$ cat src/rtl/slot_timer_pkg.sv
// Shared encodings and constants for the parking-slot timer scheduler.
package slot_timer_pkg;

  typedef enum logic [1:0] {
    OP_NOP   = 2'b00,
    OP_START = 2'b01,
    OP_STOP  = 2'b10,
    OP_CLEAR = 2'b11
  } cmd_op_t;

  typedef enum logic {
    ST_IDLE,
    ST_SWEEP
  } state_t;

  localparam logic [31:0] FAST_DIV = 32'd16;

endpackage

$ cat src/rtl/slot_timer_scheduler_if.sv
// Command and read-port bundle between the gate/billing logic and the slot timer scheduler.
interface slot_timer_scheduler_if #(
  parameter int SLOT_W = 2,
  parameter int MIN_W  = 12
);

  logic              cmd_valid;
  logic              cmd_ready;
  logic [1:0]        cmd_op;
  logic [SLOT_W-1:0] cmd_slot;
  logic              rd_req;
  logic [SLOT_W-1:0] rd_slot;
  logic              rd_valid;
  logic [MIN_W-1:0]  rd_minutes;
  logic              rd_running;
  logic              rd_ovf;

  modport master (
    output cmd_valid, cmd_op, cmd_slot, rd_req, rd_slot,
    input  cmd_ready, rd_valid, rd_minutes, rd_running, rd_ovf
  );

  modport slave (
    input  cmd_valid, cmd_op, cmd_slot, rd_req, rd_slot,
    output cmd_ready, rd_valid, rd_minutes, rd_running, rd_ovf
  );

endinterface

$ cat src/rtl/minute_prescaler.sv
// Free-running divider producing a one-cycle minute enable strobe (not a derived clock).
module minute_prescaler #(
  parameter logic [31:0] DIV = 32'd16
) (
  input  logic clk,
  input  logic reset,
  output logic tick_1min
);

  logic [31:0] count;

  assign tick_1min = (count == DIV - 32'd1);

  always_ff @(posedge clk or negedge reset) begin
    if (!reset) begin
      count <= '0;
    end else if (tick_1min) begin
      count <= '0;
    end else begin
      count <= count + 32'd1;
    end
  end

endmodule

$ cat src/rtl/slot_timer_scheduler.sv
// Per-slot elapsed-minutes timers swept once per minute strobe; commands are held off during a sweep.
// Define SLOT_TIMER_FAST_TICK_EN to fix the minute divisor at FAST_DIV for simulation and board demos.
module slot_timer_scheduler
  import slot_timer_pkg::*;
#(
  parameter int          NUM_SLOTS = 4,
  parameter int          MIN_W     = 12,
  parameter logic [31:0] TICK_DIV  = 32'd2_400_000_000,
  parameter int          SLOT_W    = $clog2(NUM_SLOTS)
) (
  input  logic                   clk,
  input  logic                   reset,
  slot_timer_scheduler_if.slave  bus,
  output logic                   tick_1min,
  output logic                   busy
);

`ifdef SLOT_TIMER_FAST_TICK_EN
  localparam logic [31:0] DIV = FAST_DIV;
`else
  localparam logic [31:0] DIV = TICK_DIV;
`endif

  localparam logic [MIN_W-1:0]  MIN_MAX   = '1;
  localparam logic [SLOT_W-1:0] LAST_SLOT = SLOT_W'(NUM_SLOTS - 1);

  // A strobe must never land inside a sweep, otherwise a minute would be lost.
  generate
    if (DIV <= 32'(NUM_SLOTS + 1)) begin : g_div_check
      $error("slot_timer_scheduler: divisor must exceed NUM_SLOTS+1");
    end
    if (NUM_SLOTS < 2) begin : g_slot_check
      $error("slot_timer_scheduler: NUM_SLOTS must be at least 2");
    end
  endgenerate

  state_t            state;
  logic              pending;
  logic [SLOT_W-1:0] idx;
  logic [MIN_W-1:0]  minutes [NUM_SLOTS];
  logic [NUM_SLOTS-1:0] running;
  logic [NUM_SLOTS-1:0] ovf;
  logic              cmd_fire;

  minute_prescaler #(.DIV(DIV)) u_prescaler (
    .clk       (clk),
    .reset     (reset),
    .tick_1min (tick_1min)
  );

  assign bus.cmd_ready = (state == ST_IDLE) && !pending;
  assign busy          = pending || (state == ST_SWEEP);
  assign cmd_fire      = bus.cmd_valid && bus.cmd_ready;

  always_ff @(posedge clk or negedge reset) begin
    if (!reset) begin
      state   <= ST_IDLE;
      pending <= 1'b0;
      idx     <= '0;
    end else begin
      case (state)
        ST_IDLE: begin
          if (pending) begin
            state   <= ST_SWEEP;
            pending <= 1'b0;
            idx     <= '0;
          end else if (tick_1min) begin
            pending <= 1'b1;
          end
        end
        ST_SWEEP: begin
          if (idx == LAST_SLOT) begin
            state <= ST_IDLE;
          end else begin
            idx <= idx + 1'b1;
          end
        end
        default: state <= ST_IDLE;
      endcase
    end
  end

  // Sweep and command writes never coincide because commands are only accepted outside a sweep.
  always_ff @(posedge clk or negedge reset) begin
    if (!reset) begin
      for (int i = 0; i < NUM_SLOTS; i++) begin
        minutes[i] <= '0;
      end
      running <= '0;
      ovf     <= '0;
    end else begin
      if (state == ST_SWEEP && running[idx]) begin
        if (minutes[idx] == MIN_MAX) begin
          ovf[idx] <= 1'b1;
        end else begin
          minutes[idx] <= minutes[idx] + 1'b1;
        end
      end
      if (cmd_fire) begin
        case (cmd_op_t'(bus.cmd_op))
          OP_START: running[bus.cmd_slot] <= 1'b1;
          OP_STOP:  running[bus.cmd_slot] <= 1'b0;
          OP_CLEAR: begin
            minutes[bus.cmd_slot] <= '0;
            running[bus.cmd_slot] <= 1'b0;
            ovf[bus.cmd_slot]     <= 1'b0;
          end
          default: ;
        endcase
      end
    end
  end

  always_ff @(posedge clk or negedge reset) begin
    if (!reset) begin
      bus.rd_valid   <= 1'b0;
      bus.rd_minutes <= '0;
      bus.rd_running <= 1'b0;
      bus.rd_ovf     <= 1'b0;
    end else begin
      bus.rd_valid <= bus.rd_req;
      if (bus.rd_req) begin
        bus.rd_minutes <= minutes[bus.rd_slot];
        bus.rd_running <= running[bus.rd_slot];
        bus.rd_ovf     <= ovf[bus.rd_slot];
      end
    end
  end

endmodule
$ cat src/flat_wrapper.sv
// flat-port wrapper written by rule: the top's interface ports become plain ports
module slot_timer_scheduler_flat import slot_timer_pkg::*;
#(
  parameter int          NUM_SLOTS = 4,
  parameter int          MIN_W     = 12,
  parameter logic [31:0] TICK_DIV  = 32'd2_400_000_000,
  parameter int          SLOT_W    = $clog2(NUM_SLOTS)
)
  (clk, reset, tick_1min, busy, bus_cmd_valid, bus_cmd_op, bus_cmd_slot, bus_rd_req, bus_rd_slot, bus_cmd_ready, bus_rd_valid, bus_rd_minutes, bus_rd_running, bus_rd_ovf);
  slot_timer_scheduler_if #(.SLOT_W(SLOT_W), .MIN_W(MIN_W)) bus_i ();
  input  logic clk;
  input  logic reset;
  output logic tick_1min;
  output logic busy;
  input wire logic [$bits(bus_i.cmd_valid)-1:0] bus_cmd_valid;
  input wire logic [$bits(bus_i.cmd_op)-1:0] bus_cmd_op;
  input wire logic [$bits(bus_i.cmd_slot)-1:0] bus_cmd_slot;
  input wire logic [$bits(bus_i.rd_req)-1:0] bus_rd_req;
  input wire logic [$bits(bus_i.rd_slot)-1:0] bus_rd_slot;
  output wire logic [$bits(bus_i.cmd_ready)-1:0] bus_cmd_ready;
  output wire logic [$bits(bus_i.rd_valid)-1:0] bus_rd_valid;
  output wire logic [$bits(bus_i.rd_minutes)-1:0] bus_rd_minutes;
  output wire logic [$bits(bus_i.rd_running)-1:0] bus_rd_running;
  output wire logic [$bits(bus_i.rd_ovf)-1:0] bus_rd_ovf;
  assign bus_i.cmd_valid = bus_cmd_valid;
  assign bus_i.cmd_op = bus_cmd_op;
  assign bus_i.cmd_slot = bus_cmd_slot;
  assign bus_i.rd_req = bus_rd_req;
  assign bus_i.rd_slot = bus_rd_slot;
  assign bus_cmd_ready = bus_i.cmd_ready;
  assign bus_rd_valid = bus_i.rd_valid;
  assign bus_rd_minutes = bus_i.rd_minutes;
  assign bus_rd_running = bus_i.rd_running;
  assign bus_rd_ovf = bus_i.rd_ovf;
  slot_timer_scheduler #(.NUM_SLOTS(NUM_SLOTS), .MIN_W(MIN_W), .TICK_DIV(TICK_DIV), .SLOT_W(SLOT_W)) u_core (.clk(clk), .reset(reset), .bus(bus_i), .tick_1min(tick_1min), .busy(busy));
endmodule
$ cat config.mk
export PLATFORM = sky130hd
export DESIGN_NAME = slot_timer_scheduler_flat
export DESIGN_NICKNAME = d
export VERILOG_FILES = /design/src/rtl/slot_timer_pkg.sv /design/src/rtl/slot_timer_scheduler_if.sv /design/src/rtl/minute_prescaler.sv /design/src/rtl/slot_timer_scheduler.sv /design/src/flat_wrapper.sv
export SDC_FILE = /design/constraint.sdc
export NUM_CORES = 1
export LEC_CHECK = 0
export CORE_ASPECT_RATIO = 0.75
export CORE_UTILIZATION = 30
export CTS_CLUSTER_SIZE = 8
export DETAILED_ROUTE_END_ITERATION = 7
export SLEW_MARGIN = 20
export SYNTH_ARGS = -nofsm -noshare
export SYNTH_HDL_FRONTEND = slang
export SYNTH_HIERARCHICAL = 1
export SYNTH_SLANG_ARGS = --single-unit
$ cat constraint.sdc
create_clock -name clk -period 3.6 [get_ports clk]
set_input_delay 0.54 -clock clk [delete_from_list [all_inputs] [get_ports clk]]
set_output_delay 0.54 -clock clk [all_outputs]
set_load 0.03 [all_outputs]
-- After elaboration in Yosys (flattened, before gate mapping)
Index checks and enable logic that the tools add are counted.
- logic and storage cells: 98
- bits in registers: 107
- input port bits: 10
- output and inout bits: 18
- bitwise operators: 11
- eq/ne operators: 8
- reductions and logical operators: 13
- add/sub/neg operators: 3
- muxes and demuxes: 39
- order comparisons: 10
- operators by type and width (cell ; number):
    48-bit two-way mux ; 4
    12-bit two-way mux ; 6
    48-bit AND ; 1
    12-bit binary-select mux with 2-bit select ; 2
    48-bit bitwise mux ; 1
    12-bit demux with 2-bit select ; 2
    48-bit inverter ; 1
    32-bit by 1-bit adder with 32-bit output, second input constant ; 1
    32-bit == test, second input constant ; 1
    32-bit two-way mux ; 1
    4-bit two-way mux ; 4
    12-bit by 1-bit adder with 12-bit output, second input constant ; 1
    12-bit == test, second input constant ; 1
    3-bit greater-or-equal comparator, second input constant ; 3
    2-bit by 3-bit less-than comparator with 1-bit output, second input constant ; 3
    1-bit two-way mux ; 9
    2-bit inverter with 3-bit output ; 3
    4-bit AND ; 2
    4-bit OR ; 2
    4-bit case mux with 2 select lines ; 1
    1-bit logical AND ; 7
    1-bit binary-select mux with 2-bit select ; 3
    2-bit == test, second input constant ; 3
    3-bit by 1-bit less-than comparator with 1-bit output, second input constant ; 2
    16 further kinds ; 20

-- Longest topological paths before layout
Gate-level depths: netlist of the first run.
- word-level depth: 11
- gate-level depth with buffers: 10
- mapped depth without buffers: 6

-- Modules after synthesis
The synthesis of the first run kept the hierarchy.
- modules (own cells, without submodules) (module ; area each (sq um) ; cells an instance ; seq. area each (sq um) ; instances):
    slot_timer_scheduler ; 4146.5 ; 333 ; 1876.8 ; 1
    minute_prescaler ; 1642.8 ; 170 ; 800.8 ; 1

-- Least setup slack after synthesis of the first run
OpenSTA, ideal clock, no wires.
- path kind: reg-to-reg
- start point: register u_core.idx[0]
- end point: register u_core/minutes[5] in the netlist's numbering
- period minus slack after synthesis: 2363 ps
- required time: 3506 ps
- arrival: 2269 ps
- cell stages (with the launch flop): 9
- slack: 1237 ps
- path buffers: 2
- library setup time: 94 ps
- cells stage by stage: dfrtp_1 buf_6 buf_12 mux4_2 ha_1 nand3_4 nor4_4 nor2_4 a211oi_1
- word-level cells in the longest chain between the ends: 11
- elaborated cells between the ends (all ways): 20
- classes of those cells: add/sub (1); order compare (2); eq/ne (1); mux (12); bitwise (2); reduce/logical (2)
- RTL lines (element ; RTL line ; text):
    start, declared ; slot_timer_scheduler.sv:39 ; logic [SLOT_W-1:0] idx;
    start signal, assigned ; slot_timer_scheduler.sv:75 ; idx <= idx + 1'b1;
    2-bit inverter with 3-bit output (implied by the code) ; slot_timer_scheduler.sv:93, slot_timer_scheduler.sv:96 ;
    12-bit binary-select mux with 2-bit select, or another cell as far along ; slot_timer_scheduler.sv:93, slot_timer_scheduler.sv:96 ;
    12-bit two-way mux (implied by the code) / 1-bit logical AND (equally long branches) ; slot_timer_scheduler.sv:93, slot_timer_scheduler.sv:96 ;
    12-bit two-way mux, on equally long branches ; slot_timer_scheduler.sv:93, slot_timer_scheduler.sv:96 ;
    12-bit by 1-bit adder with 12-bit output / 12-bit demux with 2-bit select (equally long branches) ; slot_timer_scheduler.sv:96 ; minutes[idx] <= minutes[idx] + 1'b1;
    48-bit bitwise mux ; slot_timer_scheduler.sv:96 ;
    48-bit two-way mux ; slot_timer_scheduler.sv:93 ; if (minutes[idx] == MIN_MAX) begin
    48-bit two-way mux * ; slot_timer_scheduler.sv:92 ; if (state == ST_SWEEP && running[idx]) begin
    48-bit AND (no source line) ; - ;
    48-bit two-way mux ; slot_timer_scheduler.sv:100 ; case (cmd_op_t'(bus.cmd_op))
    48-bit two-way mux * ; slot_timer_scheduler.sv:99 ; if (cmd_fire) begin
    end signal, assigned by index ; slot_timer_scheduler.sv:96 ;
    end, declared ; slot_timer_scheduler.sv:40 ; logic [MIN_W-1:0] minutes [NUM_SLOTS];
Every way passes the cells marked *; elsewhere a longest branch is shown, timed or not. The select of a mux whose other input is x is not followed.
A chain may end at the register's enable or synchronous reset.

-- Worst setup path after layout of the first run
- start point: register u_core.idx[1]
- end point: register u_core/minutes[0] in the netlist's numbering
The elaborated chain is that of the path after synthesis.

==> results of run 1 <==
==> state kept, by name, indices dropped and copies added (netlist names), named ones only <==
name	count
u_core/u_prescaler/count	32
u_core/bus.rd_valid	1
u_core/ovf	4
u_core/idx	2
u_core/state	1
u_core/pending	1
u_core/bus.rd_running	1
u_core/bus.rd_ovf	1
u_core/bus.rd_minutes	12
u_core/minutes	48
==> cell type report <==
class,instances,area (µm²),area share
Clock buffer,12,246,0.0377
Clock inverter,4,58.8,0.00899
Inverter,8,30.0,0.00459
Multi-Input combinational cell,361,2890,0.443
Sequential cell,107,2680,0.409
Tap cell,247,309,0.0473
Timing Repair Buffer,33,323,0.0494
==> critical path, cell delays in order (launching register included) <==
cell,delay (ns)
dfrtp_1,0.86
mux4_2,0.46
ha_1,0.27
and3_1,0.46
nand4_1,0.58
a21oi_1,0.36
a211oi_2,0.07
==> power by group through the flow <==
| stage | registers, µW | logic, µW | clock network (µW) |
|---|---|---|---|
| after CTS | 1440 | 554 | 1040 |
| after global placement | 1450 | 540 | 0 |
| after global routing | 1460 | 607 | 1090 |
| final | 1440 | 552 | 1010 |
| after detailed placement | 1460 | 552 | 0 |
| after floorplan | 1500 | 297 | 0 |
==> cells by family (layout without fill, tap and decap cells) <==
| group | after synthesis | count (layout) | share of synthesized area |
|---|---|---|---|
| buffers and inverters | 35 | 57 | 0.0376 |
| adders and majority gates | 6 | 6 | 0.0130 |
| AOI/OAI and AO/OA | 103 | 103 | 0.133 |
| and+or+nand+nor | 178 | 178 | 0.169 |
| DFF | 107 | 107 | 0.463 |
| xor gates and xnor gates | 28 | 28 | 0.0424 |
| muxes | 46 | 46 | 0.143 |
==> routing by layer <==
metal / GRT usage / routed length (µm) / vias to the layer above
met1: 0.227 / 7050 / 2109
met5: 0 / 0 / -
li1: - / - / 1951
met4: 0.0578 / 213 / 0
met2: 0.222 / 6020 / 169
met3: 0.0389 / 1040 / 14
==> per-stage QoR <==
step / util / std cells / area, µm²
detailed placement: 0.334 / 756 / 6230
finish: 0.350 / 772 / 6540
CTS: 0.350 / 772 / 6540
global placement: 0.334 / 756 / 6230
floorplan: - / 503 / 5790
global route: 0.350 / 772 / 6540
==> how the worst max path moves through the flow <==
stage,startpoint,endpoint,slack [ns],depth (start not counted)
2_1_floorplan,u_core/idx[0],u_core/minutes[5],1.24,8
3_3_place_gp,u_core/idx[1],u_core/minutes[0],0.64,6
3_5_place_dp,u_core/idx[1],u_core/minutes[0],0.49,6
4_1_cts,u_core/idx[1],u_core/minutes[0],0.47,6
5_1_grt,u_core/idx[1],u_core/minutes[0],0.18,6
6_report,u_core/idx[1],u_core/minutes[0],0.37,6
==> Yosys cell counts (all sizes together), types with 9 or more instances <==
master    n
a211oi   23
a21oi    33
and3     12
buf      17
clkbuf   10
dfrtp   107
mux2     14
mux4     27
nand2    35
nand3    37
nand4    13
nor2     36
nor3      9
o21ai    24
xnor2    15
xor2     13
==> flow_summary.yaml, run 1 <==
cts:
  cts_tree: "done"
  post_cts.resized_instances: 0
  cts-htree-levels: 3
  clk_pin_slew_ns: 0.07
  number_of_buffers_created_by_cts: 9
  clock_sink_count: 107
  cts.path.max_buffers: 2
  post_cts.repair.setup_buffers: 0
  cts_hold_buffers: 0
  clock-root-buffer: "clkbuf_16"
  worstSkewPairLatency_ns: 0.36
synthesis:
  synth-edff-count: 0
  synth_cells: 503
  syn_avg_cell_area_um2: 11.5
  ys.flop_type: "dfrtp_1"
  yosysSeqAreaShare: 0.463
  yosys.area.top_type_share: 0.463
  cell_types_occupying_the_most_area_after_synthesis: "dfrtp_1 (46%), mux4_2 (9.3%), nand3_1 (3.1%), a21oi_1 (2.9%), mux2_2 (2.7%)"
  synth_async_sr_flop_share: 1.00
  synth_area_leader: "dfrtp_1"
  yosys_register_bits: 107
  synth_area_um2: 5790
  yosysWarningCount: 6
  yosys.cell_types.count: 50
  syn_nets: 519
drt:
  drt_iter0_markers: 339
  via_count: 4243
  avgRoutedWirePerCell_um: 18.6
  drtAntennaViolNets: 0
  post-route-drc-count: 0
  firstDrtPassIters: 4
  route.final.wire_length_mm: 14.3
  viasPerCell: 5.50
timing:
  drv_slew: 0
  fin_tns_setup_ns: 0
  finalSetupViolCount: 0
  worstMarginPinSlew_ns: 0.990
  finalCriticalPeriod_ns: 3.23
  clock_skew_ns: 0.0115
  holdWs_ns: 0.231
  maxClockFrequency_mhz: 310
  setup_repair_after_global_routing_missed_its_margin: "no"
  final_critical_path_setup_slack_ns: 0.372
  final_min_period_over_clock_period: 0.897
  slew_headroom: 0.335
  final_hold_viol_count: 0
worst_hold_path:
  hp-class: "in2async"
placement:
  placement.io_buffers: 27
  worst_setup_slack_post_dpl_ns: 0.492
  dp_hpwl_mm: 9.92
  gp_routability_congestion: 0.853
die:
  die_area_um2: 19900
  dieWidth_um: 162
  ios: 28
  start_util: 0.310
  core_region_area_um2: 18700
  fp-row-count: 43
  chipHeight_um: 122
global_route:
  grt_antenna_before_repair: 0
  grt_remaining_overflow: 0
  maximum_number_of_pins_on_one_net_before_global_route_repair: 59
  first_global_vias: 4331
  grt_first_pass_wirelength_mm: 23.7
  track_usage: 0.156
worst_setup_path:
  criticalPathCategory: "reg2reg"
  worst-r2r-setup-slack_ns: 0.37
  worstSetupEndpointType: "register"
  r2r-end: "u_core/minutes[0]"
  crit_fanout: 16
  r2r_cells: 6
  worst-endpoint-required_ns: 3.80
  worstPathArrival_ns: 3.43
  critical_path.startpoint_type: "register"
  reg2reg_from: "u_core/idx[1]"
power_and_ir_drop:
  power_leakage_uw: 0.00263
  pwr-share-clk: 0.337
  power.net_switching_uw: 839
  post-layout-total-power_uw: 3000
  power.share.sequential: 0.479
  ir_drop_mv: 0.215
  switching_share: 0.280
  cellInternalPower_uw: 2160
  power.share.combinational: 0.184
  cellPowerDensity_nw_per_um2: 459
layout:
  final_nets: 536
  final_cell_mix: "dfrtp_1 (107), nand3_1 (36), nor2_1 (35), nand2_1 (35), a21oi_1 (33)"
  insertedDiodeCount: 0
  final_common_cell: "dfrtp_1"
  drive_above_1_share: 0.147
  nFillCells: 1800
  areaGrowthSynthToFinish_pct: 12.9
run_status:
  status: "finished, final reports clean"
flow_run:
  drv.max_cap_violation_count: 0
Note: power is estimated with default switching activity, not from simulation.
==> run 2, diff against run 1 <==
--- a/config.mk
+++ b/config.mk
@@ -5,8 +5,10 @@
 export SDC_FILE = /design/constraint.sdc
 export NUM_CORES = 1
 export LEC_CHECK = 0
+export CAP_MARGIN = 0
 export CORE_ASPECT_RATIO = 0.75
 export CORE_UTILIZATION = 30
+export CTS_BUF_LIST = sky130_fd_sc_hd__clkbuf_4
 export CTS_CLUSTER_SIZE = 8
 export DETAILED_ROUTE_END_ITERATION = 7
 export SLEW_MARGIN = 20
==> run 2 against run 1 <==
Sequential cell count unchanged. Sequential share of layout area up 1.0 points. Setup slack worse by 0.0059 ns. Total power down 13%. Clock skew up 0.013 ns. Die area unchanged. Critical path depth unchanged. Via count up 0.80%. Non-clock buffer count unchanged. Global-route usage down 0.15 points. Largest cell class unchanged. Highest routed layer unchanged.
==> flow_summary.yaml, run 2 (synthesis results as in run 1) <==
worst_setup_path:
  critical_path.startpoint_type: "register"
  criticalPathCategory: "reg2reg"
  worst-r2r-setup-slack_ns: 0.37
  worst-endpoint-required_ns: 3.96
  crit_fanout: 16
  worstPathArrival_ns: 3.59
  worstSetupEndpointType: "register"
layout:
  top_reg_by_flops: "u_core/minutes"
  finish.cell_count_without_fillers: 773
  largest_reg_flops: 48
  areaGrowthSynthToFinish_pct: 10.2
  drive_above_1_share: 0.149
  final_nets: 536
  final_common_cell: "dfrtp_1"
  largest_registers_ranked_by_flip_flop_count: "u_core/minutes (48), u_core/u_prescaler/count (32), u_core/bus.rd_minutes (12)"
  final_cell_mix: "dfrtp_1 (107), nand3_1 (36), nor2_1 (35), nand2_1 (35), a21oi_1 (33)"
  nFillCells: 1818
die:
  start_util: 0.310
  dieWidth_um: 162
  chipHeight_um: 122
  core_region_area_um2: 18700
  die_area_um2: 19900
  ios: 28
  fp-row-count: 43
drt:
  drtAntennaViolNets: 0
  route.final.wire_length_mm: 14.1
  firstDrtPassIters: 5
  viasPerCell: 5.53
  avgRoutedWirePerCell_um: 18.3
  via_count: 4277
  drt_iter0_markers: 331
  post-route-drc-count: 0
timing:
  setup_repair_after_global_routing_missed_its_margin: "no"
  drv_slew: 0
  finalSetupViolCount: 0
  maxClockFrequency_mhz: 309
  final_hold_viol_count: 0
  slew_headroom: 0.352
  holdWs_ns: 0.0533
  worstMarginPinSlew_ns: 0.964
  clock_skew_ns: 0.0249
  finalCriticalPeriod_ns: 3.23
  final_min_period_over_clock_period: 0.898
  fin_tns_setup_ns: 0
worst_hold_path:
  hp-class: "in2async"
global_route:
  first_global_vias: 4321
  grt_first_pass_wirelength_mm: 23.5
  track_usage: 0.155
  maximum_number_of_pins_on_one_net_before_global_route_repair: 59
  grt_antenna_before_repair: 0
  grt_remaining_overflow: 0
cts:
  cts_tree: "done"
  worstSkewPairLatency_ns: 0.51
  number_of_buffers_created_by_cts: 9
  clk_pin_slew_ns: 0.17
  cts-htree-levels: 3
  cts_hold_buffers: 0
  clock_sink_count: 107
  post_cts.resized_instances: 0
  clock-root-buffer: "clkbuf_4"
  post_cts.repair.setup_buffers: 0
  cts.path.max_buffers: 2
power_and_ir_drop:
  ir_drop_mv: 0.190
  cellPowerDensity_nw_per_um2: 411
  power_leakage_uw: 0.00256
flow_run:
  drv.max_cap_violation_count: 0
placement:
  post-place-cells: 756
  dp_hpwl_mm: 9.92
  placement.io_buffers: 27
  gp_routability_congestion: 0.853
run_status:
  status: "finished, final reports clean"
==> run 2: cell types whose count changed in the layout (fill, tap and decap cells not counted), sizes merged <==
cell and delta:
diode +1, clkbuf -1, clkinv +1
==> run 2: layout make-up <==
cell class                 count  area, µm²  area share
sequential                   107       2680       0.420
antenna                        1       2.50    0.000392
timing repair buffer          33        323      0.0506
clock inverter                 5       62.6     0.00980
tap                          247        309      0.0484
inverter                       8       30.0     0.00471
clock buffer                  11       82.6      0.0129
multi-input combinational    361       2890       0.454
==> run 2: routing by layer <==
layer,GRT usage,up-vias,part of all wire
met2,0.221,161,0.42
met1,0.226,2156,0.49
met3,0.0433,14,0.083
met4,0.0454,0,0.012
met5,0,-,0
li1,-,1946,-
==> run 2: through the flow <==
| step | instance area (µm²) | total power [µW] | setup slack [ns] | utilization |
|---|---|---|---|---|
| 6_report | 6380 | 2620 | 0.366 | 0.342 |
| 5_1_grt | 6380 | 2770 | 0.169 | 0.342 |
| 4_1_cts | 6380 | 2660 | 0.438 | 0.342 |
| 3_5_place_dp | 6230 | 2010 | 0.492 | 0.334 |
| 3_3_place_gp | 6230 | 1990 | 0.638 | 0.334 |
| 2_1_floorplan | 5790 | 1800 | 1.24 | - |
==> run 2: path summary, 6_finish.rpt <==
check	from	endpoint	cells past startpoint
max	u_core/idx[1]	u_core/minutes[0]	6
min	reset	u_core/minutes[2]	1
max reg2reg	u_core/idx[1]	u_core/minutes[0]	6
min reg2reg	u_core/u_prescaler/count[6]	u_core/u_prescaler/count[6]	1
max in group asynchronous	reset	u_core/u_prescaler/count[7]	2
min in group clk	u_core/u_prescaler/count[6]	u_core/u_prescaler/count[6]	1
==> run 2: power breakdown <==
part | internal (µW) | leakage [µW] | switching [µW] | total, µW
sequential | 1340 | 0.00141 | 96.6 | 1440
combinational | 255 | 0.00107 | 295 | 550
clock | 233 | 0.0000806 | 405 | 637
total | 1830 | 0.00256 | 796 | 2620
==> run 2: worst max-delay path: stages, from the launching register on <==
cell      delay, ns
dfrtp_1        0.89
mux4_2         0.46
ha_1           0.27
and3_1         0.43
nand4_1        0.59
a21oi_1        0.36
a211oi_2       0.07
==> run 3, diff against run 2 <==
--- a/config.mk
+++ b/config.mk
@@ -6,7 +6,6 @@
 export NUM_CORES = 1
 export LEC_CHECK = 0
 export CAP_MARGIN = 0
-export CORE_ASPECT_RATIO = 0.75
 export CORE_UTILIZATION = 30
 export CTS_BUF_LIST = sky130_fd_sc_hd__clkbuf_4
 export CTS_CLUSTER_SIZE = 8
==> run 3 against run 2 <==
Sequential share of layout area is essentially flat. Utilization shrank 0.33 points. Global-route usage shrank 1.1 points. Total power shrank 1.7%. Clock-buffer cell count shrank 1. Sequential cell count is the same. Non-clock buffer count grew 1. Largest cell class unchanged. Largest power group unchanged.
==> flow_summary.yaml, run 3 (synthesis results as in run 1) <==
global_route:
  maximum_number_of_pins_on_one_net_before_global_route_repair: 62
  grt_antenna_before_repair: 0
  first_global_vias: 4201
  grt_first_pass_wirelength_mm: 22.2
  grt_remaining_overflow: 0
  track_usage: 0.144
worst_setup_path:
  criticalPathCategory: "reg2out"
  crit_fanout: 8
  worstPathArrival_ns: 2.74
  path_delay_family: "simple AND/OR/NAND/NOR gates"
  worst-endpoint-required_ns: 3.06
  crit_chain: "ha_1 > nand4_1 > or3_1 > nor3_1 > buf_4"
  critical_path.startpoint_type: "register"
  timing.critical_path.buf_inv: 1
  worstSetupEndpointType: "output pin"
  reg2reg_from: "u_core/idx[0]"
  worst-r2r-setup-slack_ns: 0.80
  r2r_cells: 6
  cpPeakStageDelay_ns: 0.59
  worst_path_max_delay_cell: "nor3_1"
  r2r-end: "u_core/minutes[0]"
cts:
  worstSkewPairLatency_ns: 0.48
  post_cts.repair.setup_buffers: 0
  post_cts.resized_instances: 0
  clock_sink_count: 107
  cts-htree-levels: 3
  cts.path.max_buffers: 2
  cts_hold_buffers: 0
  clock-root-buffer: "clkbuf_4"
  cts_tree: "done"
  number_of_buffers_created_by_cts: 9
  clk_pin_slew_ns: 0.16
drt:
  drtAntennaViolNets: 0
  via_count: 4278
  viasPerCell: 5.45
  post-route-drc-count: 0
  firstDrtPassIters: 5
  avgRoutedWirePerCell_um: 17.2
  drt_iter0_markers: 309
  route.final.wire_length_mm: 13.5
die:
  dieWidth_um: 141
  die_area_um2: 19900
  chipHeight_um: 141
  start_util: 0.307
  core_region_area_um2: 18800
  fp-row-count: 50
  ios: 28
power_and_ir_drop:
  power.net_switching_uw: 773
  power.share.combinational: 0.210
  power_leakage_uw: 0.00255
  cellPowerDensity_nw_per_um2: 405
  switching_share: 0.299
  pwr-share-clk: 0.234
  ir_drop_mv: 0.131
  cellInternalPower_uw: 1810
  power.share.sequential: 0.556
layout:
  final_util: 0.338
  drive_above_1_share: 0.147
  finish.cell_count_without_fillers: 785
  largest_reg_flops: 48
  areaGrowthSynthToFinish_pct: 10.1
  insertedDiodeCount: 0
  top_reg_by_flops: "u_core/minutes"
  final_common_cell: "dfrtp_1"
  largest_registers_ranked_by_flip_flop_count: "u_core/minutes (48), u_core/u_prescaler/count (32), u_core/bus.rd_minutes (12)"
  stdcell_area_um2: 6370
  final_cell_mix: "dfrtp_1 (107), nand3_1 (36), nor2_1 (35), nand2_1 (35), a21oi_1 (33)"
  final_nets: 537
timing:
  fin_tns_setup_ns: 0
  drv_slew: 0
  final_hold_viol_count: 0
  finalSetupViolCount: 0
  slew_headroom: 0.252
  final_min_period_over_clock_period: 0.912
  clock_skew_ns: 0.0221
  finalCriticalPeriod_ns: 3.28
  maxClockFrequency_mhz: 304
  worstMarginPinSlew_ns: 1.11
  setup_repair_after_global_routing_missed_its_margin: "no"
placement:
  post-place-cells: 770
  placement.cell_area_um2: 6240
  dp_hpwl_mm: 9.38
  gp_routability_congestion: 0.883
  placement.io_buffers: 27
run_status:
  status: "finished, final reports clean"
flow_run:
  drv.max_cap_violation_count: 0
worst_hold_path:
  hp-class: "in2async"
## run 3: cell count changes in the layout (fill, tap and decap cells not counted), sizes merged
cell      before  now
buf            8    9
diode          1    0
clkinvlp       0    1
clkinv         3    2
clkbuf        11   10
## run 3: how the worst max path moves through the flow
stage | startpoint | to | slack, ns | depth (start not counted)
final | u_core/u_prescaler/count[0] | tick_1min | 0.32 | 5
after global routing | u_core/u_prescaler/count[0] | tick_1min | 0.07 | 5
after CTS | u_core/u_prescaler/count[0] | tick_1min | 0.25 | 5
after detailed placement | u_core/u_prescaler/count[0] | tick_1min | 0.82 | 5
after global placement | u_core/u_prescaler/count[0] | tick_1min | 0.92 | 5
after floorplan | u_core/idx[0] | u_core/minutes[5] | 1.24 | 8
## run 3: layout make-up
cell class / count / area (µm²)
fill: 1860 / 12500
multi-input combinational: 361 / 2890
sequential: 107 / 2680
tap: 260 / 325
timing repair buffer: 34 / 318
clock buffer: 10 / 75.1
clock inverter: 5 / 53.8
inverter: 8 / 30.0
## run 3: power by group through the flow
stage / combinational, µW / sequential (µW) / clock (µW)
2_1_floorplan: 297 / 1500 / 0
3_3_place_gp: 535 / 1450 / 0
3_5_place_dp: 546 / 1460 / 0
4_1_cts: 548 / 1430 / 637
5_1_grt: 590 / 1460 / 685
6_report: 542 / 1430 / 604
## run 3: metrics by stage
step / setup slack, ns / total power [µW] / hold slack (ns)
5_1_grt: 0.0727 / 2730 / 0.134
6_report: 0.316 / 2580 / 0.119
2_1_floorplan: 1.24 / 1800 / 0.244
3_3_place_gp: 0.920 / 1980 / 0.477
3_5_place_dp: 0.821 / 2000 / 0.480
4_1_cts: 0.249 / 2620 / 0.104
## run 3: layer usage
metal / up-vias / global-route usage / wire [µm]
met3: 21 / 0.0472 / 866
li1: 1933 / - / -
met1: 2182 / 0.190 / 6160
met2: 142 / 0.228 / 6260
met4: 0 / 0.0360 / 188
met5: - / 0 / 0
